## config.mk

```make
export PLATFORM = sky130hd
export DESIGN_NAME = dmem_lat
export DESIGN_NICKNAME = d
export VERILOG_FILES = /design/src/rtl/dmem_lat.sv
export SDC_FILE = /design/constraint.sdc
export NUM_CORES = 2
export LEC_CHECK = 0
export CAP_MARGIN = 25
export CORE_MARGIN = 2
export CORE_UTILIZATION = 25
export CTS_CLUSTER_DIAMETER = 50
export DETAILED_ROUTE_END_ITERATION = 10
export GPL_ROUTABILITY_DRIVEN = 0
export PLACE_DENSITY = 0.4
export SLEW_MARGIN = 5
export SYNTH_ARGS = -nofsm -noshare
export SYNTH_HDL_FRONTEND = slang
export SYNTH_SLANG_ARGS = --single-unit
```

## constraint.sdc

```tcl
create_clock -name clk -period 7.9 [get_ports clk]
set_input_delay 1.185 -clock clk [delete_from_list [all_inputs] [get_ports clk]]
set_output_delay 1.185 -clock clk [all_outputs]
set_load 0.05 [all_outputs]
```

## src/rtl/dmem_lat.sv

```systemverilog
// dmem_lat: data memory behind the MEM stage with byte/halfword/word
// loads and stores, a fixed access latency and ready/valid handshakes.
//
// Ports
//   clk, rst_n         clock, asynchronous active-low reset
//   req_valid/ready    request handshake (ready only while idle)
//   req_we             1 = store, 0 = load
//   req_size           00 byte, 01 half, 10 word, 11 illegal
//   req_unsigned       zero-extend sub-word loads
//   req_addr           byte address
//   req_wdata          right-aligned store data
//   resp_valid/ready   response handshake
//   resp_rdata         extended load data, 0 for stores and errors
//   resp_err           request was rejected (misaligned/out of range/bad size)
//
// state  | meaning
// IDLE   | waiting for a request, req_ready = 1
// WAIT   | request captured, counting down the access latency
// RESP   | response held until resp_ready
module dmem_lat #(
  parameter int DEPTH   = 128,
  parameter int LATENCY = 2
) (
  input  logic        clk,
  input  logic        rst_n,
  input  logic        req_valid,
  output logic        req_ready,
  input  logic        req_we,
  input  logic [1:0]  req_size,
  input  logic        req_unsigned,
  input  logic [31:0] req_addr,
  input  logic [31:0] req_wdata,
  output logic        resp_valid,
  input  logic        resp_ready,
  output logic [31:0] resp_rdata,
  output logic        resp_err
);

  localparam int IDX_W = $clog2(DEPTH);
  localparam int CNT_W = (LATENCY > 1) ? $clog2(LATENCY) : 1;
  localparam logic [CNT_W-1:0] CNT_INIT = CNT_W'(LATENCY - 1);

  typedef enum logic [1:0] {
    S_IDLE = 2'd0,
    S_WAIT = 2'd1,
    S_RESP = 2'd2
  } state_t;

  state_t           state_q, state_d;
  logic [CNT_W-1:0] cnt_q, cnt_d;
  logic             we_q, we_d;
  logic [1:0]       size_q, size_d;
  logic             uns_q, uns_d;
  logic [31:0]      addr_q, addr_d;
  logic [31:0]      wdata_q, wdata_d;
  logic [31:0]      rdata_q, rdata_d;
  logic             err_q, err_d;

  // Contents are deliberately not reset.
  logic [31:0]      mem [DEPTH];

  logic             access;
  logic             acc_err;
  logic             mem_we;
  logic [IDX_W-1:0] mem_idx;
  logic [31:0]      rd_word;
  logic [7:0]       rd_byte;
  logic [15:0]      rd_half;
  logic [31:0]      ld_data;
  logic [31:0]      st_data;
  logic [3:0]       st_be;

  assign access  = (state_q == S_WAIT) && (cnt_q == '0);
  assign mem_idx = addr_q[IDX_W+1:2];
  assign rd_word = mem[mem_idx];
  assign mem_we  = access && we_q && !acc_err;

  // Access decode works only from the captured request.
  always_comb begin
    acc_err = 1'b0;
    rd_byte = 8'h00;
    rd_half = addr_q[1] ? rd_word[31:16] : rd_word[15:0];
    ld_data = 32'h0;
    st_data = wdata_q;
    st_be   = 4'h0;

    // Full 30-bit word index compare so high address bits never alias.
    if ({2'b00, addr_q[31:2]} >= 32'(DEPTH)) acc_err = 1'b1;

    case (addr_q[1:0])
      2'd0:    rd_byte = rd_word[7:0];
      2'd1:    rd_byte = rd_word[15:8];
      2'd2:    rd_byte = rd_word[23:16];
      default: rd_byte = rd_word[31:24];
    endcase

    case (size_q)
      2'b00: begin
        ld_data = uns_q ? {24'h0, rd_byte} : {{24{rd_byte[7]}}, rd_byte};
        st_data = {4{wdata_q[7:0]}};
        st_be   = 4'b0001 << addr_q[1:0];
      end
      2'b01: begin
        if (addr_q[0]) acc_err = 1'b1;
        ld_data = uns_q ? {16'h0, rd_half} : {{16{rd_half[15]}}, rd_half};
        st_data = {2{wdata_q[15:0]}};
        st_be   = addr_q[1] ? 4'b1100 : 4'b0011;
      end
      2'b10: begin
        if (addr_q[1:0] != 2'b00) acc_err = 1'b1;
        ld_data = rd_word;
        st_be   = 4'hF;
      end
      default: acc_err = 1'b1;
    endcase
  end

  always_comb begin
    state_d = state_q;
    cnt_d   = cnt_q;
    we_d    = we_q;
    size_d  = size_q;
    uns_d   = uns_q;
    addr_d  = addr_q;
    wdata_d = wdata_q;
    rdata_d = rdata_q;
    err_d   = err_q;

    case (state_q)
      S_IDLE: begin
        if (req_valid) begin
          we_d    = req_we;
          size_d  = req_size;
          uns_d   = req_unsigned;
          addr_d  = req_addr;
          wdata_d = req_wdata;
          cnt_d   = CNT_INIT;
          state_d = S_WAIT;
        end
      end
      S_WAIT: begin
        if (cnt_q != '0) begin
          cnt_d = cnt_q - CNT_W'(1);
        end else begin
          err_d   = acc_err;
          rdata_d = (acc_err || we_q) ? 32'h0 : ld_data;
          state_d = S_RESP;
        end
      end
      S_RESP: begin
        if (resp_ready) state_d = S_IDLE;
      end
      default: state_d = S_IDLE;
    endcase
  end

  always_ff @(posedge clk or negedge rst_n) begin
    if (!rst_n) begin
      state_q <= S_IDLE;
      cnt_q   <= '0;
      we_q    <= 1'b0;
      size_q  <= 2'b00;
      uns_q   <= 1'b0;
      addr_q  <= 32'h0;
      wdata_q <= 32'h0;
      rdata_q <= 32'h0;
      err_q   <= 1'b0;
    end else begin
      state_q <= state_d;
      cnt_q   <= cnt_d;
      we_q    <= we_d;
      size_q  <= size_d;
      uns_q   <= uns_d;
      addr_q  <= addr_d;
      wdata_q <= wdata_d;
      rdata_q <= rdata_d;
      err_q   <= err_d;
    end
  end

  always_ff @(posedge clk) begin
    if (mem_we) begin
      for (int i = 0; i < 4; i++) begin
        if (st_be[i]) mem[mem_idx][8*i +: 8] <= st_data[8*i +: 8];
      end
    end
  end

  assign req_ready  = (state_q == S_IDLE);
  assign resp_valid = (state_q == S_RESP);
  assign resp_rdata = rdata_q;
  assign resp_err   = err_q;

endmodule

```

# Word-level counts from Yosys, hierarchy flattened
# Memories as Yosys holds them, arrays and structs flattened.
# Index checks and enable logic that the tools add are counted.
# W data, S select, Z words.
# totals
ff_bits	104
ram_bits	4096
out_inout_bits	35
memories	1
# mem_list
memory	words	word_bits	read_ports	rd_clocked_by_memory_dff	write_ports	line_no	rtl
mem	128	32	1	0	1	60	logic [31:0] mem [DEPTH];
# classes
addsub	1
n_lt_le_gt_ge	1
eq_ne	9
shifts	1
muxes	32
bitwise_logic	1
reduce_logical	14
# op_table
op	count
$mux W32	3
$pmux W32 S3	1
$pmux W32 S2	1
$ge A30 B8 Y1 const B	1
$pmux W8 S3	1
$mux W1	17
$mux W16	1
$pmux W4 S3	1
$eq A2 B1 Y1 const B	3
$eq A2 B2 Y1 const B	3
$logic_not A2 Y1	3
$mux W2	3
$pmux W2 S3	1
$reduce_and A2 Y1	3
$mux W4	1
$ne A2 B2 Y1 const B	2
$reduce_bool A2 Y1	2
$shl A1 B2 Y4 const A	1
$logic_and A1 B1 Y1	3
$pmux W1 S3	1
$reduce_and A3 Y1	1
$ne A2 B1 Y1 const B	1
$pmux W1 S2	1
$logic_not A1 Y1	1
other kinds (3)	3

# Logic depth before layout (Yosys ltp)
# logic_depth
depth_word	8
mapped_depth	19
ltp_nobuf	9

# Worst setup path before layout
# Ideal clock, no wire load.
# synth_timing
kind	reg2reg
startpoint	register wdata_q[4]
endpoint	memory mem[0][12] (data pin)
setup_ps	532
t_arrival_ps	3683
required_ps	7368
setup_slack_ps	3685
path_stages_with_launch	2
path_buffers	0
synth_period_minus_slack_ps	4215
cell_sequence	dfrtp_1 -> a22o_1
# synth_between
elab_chain_len	1
# synth_lines
element	line_no	rtl
start, declared	55	logic [31:0] wdata_q, wdata_d;
start signal, assigned	175	wdata_q <= wdata_d;
$pmux W32 S2	97	case (size_q)
via st_data[12]	70	logic [31:0] st_data;
end, declared	60	
# The timed path passes the listed nets, and every way through them passes these cells.

# Final worst setup path
# layout_timing
startpoint	register addr_q[2]
endpoint	register rdata_q[17], in the netlist resp_rdata[17]
# layout_between
elab_chain_len	6
elab_cells_between_ends	13
classes_between	1 x order compare; 10 x mux; 1 x reduce/logical; 1 x memory
# layout_lines
element	line_no	rtl
start, declared	54	logic [31:0] addr_q, addr_d;
start signal, assigned	174	addr_q <= addr_d;
$ge A30 B8 Y1	88	if ({2'b00, addr_q[31:2]} >= 32'(DEPTH)) acc_err = 1'b1;
$mux W1	88	
$mux W1 (on tied branches)	110, 104	
$pmux W1 S3	97	
$logic_or A1 B1 Y1	146	rdata_d = (acc_err || we_q) ? 32'h0 : ld_data;
$mux W32 (*)	146	
end signal, assigned	176	rdata_q <= rdata_d;
end, declared	56	logic [31:0] rdata_q, rdata_d;
# Mark *: on every way between the ends. The rest lies on a longest branch, timed or not.
# A chain may end at the register's enable or synchronous reset.

==> results_dict.tcl <==
set metrics [dict create \
    worst_r2r_path_depth 12 \
    grt_remaining_overflow 0 \
    crit_start "addr_q[2]" \
    detailroute.via_count 106000 \
    timing_worst_slew_pin_value_ns 1.30 \
    synth.area.top_cells "edfxtp_1 (75%), mux4_2 (3.0%), mux2_2 (2.6%), a221oi_1 (2.1%), a22oi_1 (2.1%)" \
    yosysTopAreaCell "edfxtp_1" \
    start_kind "flop" \
    destination_of_the_worst_register_to_register_timing_path "resp_rdata[17]" \
    layout_cell_share_with_drive_strength_beyond_1 0.217 \
    max_vdd_drop_uv 539 \
    critPathRequiredTime_ns 8.80 \
    worst_skew_pair.late_latency_ns 1.09 \
    final_min_period_over_clock_period 0.828 \
    portBuffers 106 \
    cp_slowest_stage_delay_ns 1.13 \
    cts_root_buffer "clkbuf_16" \
    ctsHoldBuffers 0 \
    postCtsSetupBuffers 0 \
    clock_tree.buffer_depth 4 \
    layout_min_cycle_time_ns 6.54 \
    drc_errors 0 \
    area_growth_syn_to_layout_pct 20.4 \
    post_synth_net_total 9524 \
    design.core.area_um2 654000 \
    ports 107 \
    worstSetupEndpoint "resp_rdata[17]" \
    path_depth 12 \
    clk_transition_reported_paths_ns 0.06 \
    clock.fmax_ghz 0.153 \
    cts_sinks 4200 \
    ant_nets 0 \
    drt_first_pass_iters 6 \
    register_bit_total_from_synthesis 4200 \
    critPathTopFamily "compound AO/OA/AOI/OAI gates" \
    place_hpwl_um 502000 \
    layout.cells.most_common_list "edfxtp_1 (4,096), nor2_1 (697), buf_4 (581)" \
    routed_wl_um 783000 \
    slew_headroom 0.132 \
    cap_violations 0 \
    final_hold_viol_count 0 \
    portion_of_the_post_synthesis_area_used_by_sequential_elements 0.765 \
    syn_inst 9448 \
    die-height_um 815 \
    synth_enable_flop_cells 4096 \
    slack_of_the_worst_reg_to_reg_path_ns 1.36 \
    p_per_area_nw_per_um2 441 \
    fp.dieW_um 815 \
    crit_path_cell_trace "buf_4 > or2_2 > buf_4 > o22ai_1 > a211oi_1 > o22ai_1 > o32ai_1 > buf_4 > o21ai_0 > o211a_1 > a211oi_2 > o221ai_1" \
    timing.critical_path.to_type "flop" \
    initial_cell_density_of_the_core 0.251 \
    first_global_vias 100000 \
    synth_top_area_frac 0.749 \
    setup-tns-final_ns 0 \
    post_cts.resized_instances 0 \
    grt_pass1_wl_um 1010000 \
    finalNetCount 10200 \
    cts_tree "done" \
    crit_path_frequent_cell "buf_4" \
    detailroute.wirelength.met3_um 77800 \
    timing.hold.worst.class "primary input to asynchronous set/reset pin" \
    core.rowCount 297 \
    grt_setup_unrepaired "false" \
    async_reset_ff_frac 0.0248 \
    avgRoutedWirePerCell_um 40.6 \
    synth_area_per_cell_um2 17.4 \
    final-max-slew-violation-count 0 \
    critical_path.n_buffers_inverters 3 \
    length_of_routed_wiring_on_met1_um 312000 \
    final.hold.worst_slack_ns 0.140 \
    critical_path_arrival_ns 7.45 \
    layout.cells.most_common "edfxtp_1" \
    reg2reg_start "addr_q[2]" \
    grt_antenna_before_repair 104 \
    filler_cell_count 64200 \
    grt.total_usage 0.227 \
    routed_via_density 5.47 \
    synthFlopType "edfxtp_1" \
    htree_num_levels 6 \
    drt-initial-drc-count 17600 \
    setup.worst_path.class "flop to flop" \
    critical_path.slowest_cell "o32ai_1" \
    yosysUniqueCellTypes 95 \
    critical_path.max_fanout 38 \
    cts-buffers-inserted 530 \
    final.setup_skew_ns 0.0476 \
    timing.final.setup_violations 0 \
    p_leak_nw 61.5 \
    synth.cell_area_um2 164000 \
    design.die.area_um2 664000 \
    postLayoutCoreUtil 0.302 \
    run_status "finished, final reports clean" \
    met2RoutedLength_um 340000 \
    grt_max_degree 95 \
    maxUsedRoutingLayer "met5" \
    yosysWarnings 0 \
]
-- per-stage QoR --
| step | std cells | setup slack [ns] | power, W | area (µm²) |
|---|---|---|---|---|
| 6_report | 19300 | 1.36 | 0.0872 | 198000 |
| 5_1_grt | 19200 | 1.62 | 0.0884 | 198000 |
| 4_1_cts | 19100 | 1.90 | 0.0865 | 197000 |
| 3_5_place_dp | 18200 | 1.95 | 0.0626 | 180000 |
| 3_3_place_gp | 18000 | 1.52 | 0.0621 | 177000 |
| 2_1_floorplan | 9448 | 3.69 | 0.0454 | 164000 |
-- cell usage after synthesis, types with 11 or more instances --
master	number
nor4bb_1	11
nor2_1	730
a221oi_1	390
o21a_1	13
dfrtp_1	104
nor2b_1	24
nand3_1	50
clkbuf_1	312
buf_2	170
buf_4	78
mux2i_1	334
mux2_2	378
and3_1	13
o21ai_0	234
and2_1	15
a222oi_1	25
a211o_1	11
nor4_1	16
o22a_1	24
nand2_1	468
o22ai_1	94
o2111ai_1	15
o2bb2ai_1	34
nand4_1	33
a22oi_1	454
buf_6	47
a311oi_1	14
o211ai_1	60
nor3_1	22
edfxtp_1	4096
a21oi_1	250
o221ai_1	57
a211oi_1	50
a31oi_1	60
mux4_2	220
inv_1	14
a2111oi_0	13
and3b_1	12
a221o_1	76
a22o_1	110
nand2b_1	22
buf_1	69
-- power by group --
group          switching, W  internal [W]
clock network        0.0100        0.0141
registers          0.000836        0.0303
logic                0.0248       0.00717
total                0.0357        0.0515
-- state kept, by name, indices dropped and copies added, names as in the netlist --
| signal | count |
|---|---|
| mem | 4096 |
| cnt_q | 1 |
| we_q | 1 |
| uns_q | 1 |
| size_q | 2 |
| resp_err | 1 |
| state_q | 2 |
| addr_q | 32 |
| resp_rdata | 32 |
| wdata_q | 32 |
-- area by class of cell --
type | count | area, µm² | share of cell area
Antenna cell | 78 | 195 | 0.000987
Clock buffer | 641 | 14100 | 0.0711
Clock inverter | 306 | 3100 | 0.0157
Inverter | 17 | 91.3 | 0.000462
Multi-Input combinational cell | 4540 | 35600 | 0.180
Sequential cell | 4200 | 126000 | 0.635
Tap cell | 8671 | 10800 | 0.0549
Timing Repair Buffer | 854 | 8180 | 0.0414
-- metal layers --
layer / vias to the layer above / track usage
li1: 40100 / -
met4: 36 / 0.133
met2: 6975 / 0.338
met3: 1529 / 0.0550
met5: - / 0
met1: 56900 / 0.300
-- how the worst min path moves through the flow --
stage                     slack (ns)          end         from
final                           0.14  wdata_q[26]        rst_n
after global routing            0.19  wdata_q[26]        rst_n
after CTS                       0.12  wdata_q[16]        rst_n
after detailed placement        0.50  wdata_q[29]  wdata_q[29]
after global placement          0.48   state_q[0]   state_q[1]
after floorplan                 0.45   state_q[0]   state_q[1]
-- worst register-to-register path: stages (launching register included) --
cell,delay (ns)
dfrtp_4,0.96
buf_4,0.75
or2_2,0.25
buf_4,0.48
o22ai_1,0.22
a211oi_1,0.48
o22ai_1,0.26
o32ai_1,1.14
buf_4,0.33
o21ai_0,0.21
o211a_1,0.35
a211oi_2,0.71
o221ai_1,0.24
-- kinds of logic (layout without fill, tap and decap cells) --
| group | Yosys count | after routing | synth area share |
|---|---|---|---|
| AOI/OAI and AO/OA | 2112 | 2112 | 0.0961 |
| adders and majority gates | 4 | 4 | 0.000305 |
| buffers and inverters | 708 | 1818 | 0.0225 |
| DFF | 4200 | 4200 | 0.765 |
| muxes | 943 | 943 | 0.0776 |
| other | 0 | 78 | 0 |
| and+or+nand+nor | 1481 | 1481 | 0.0389 |
Power figures use the tool's default switching activity.
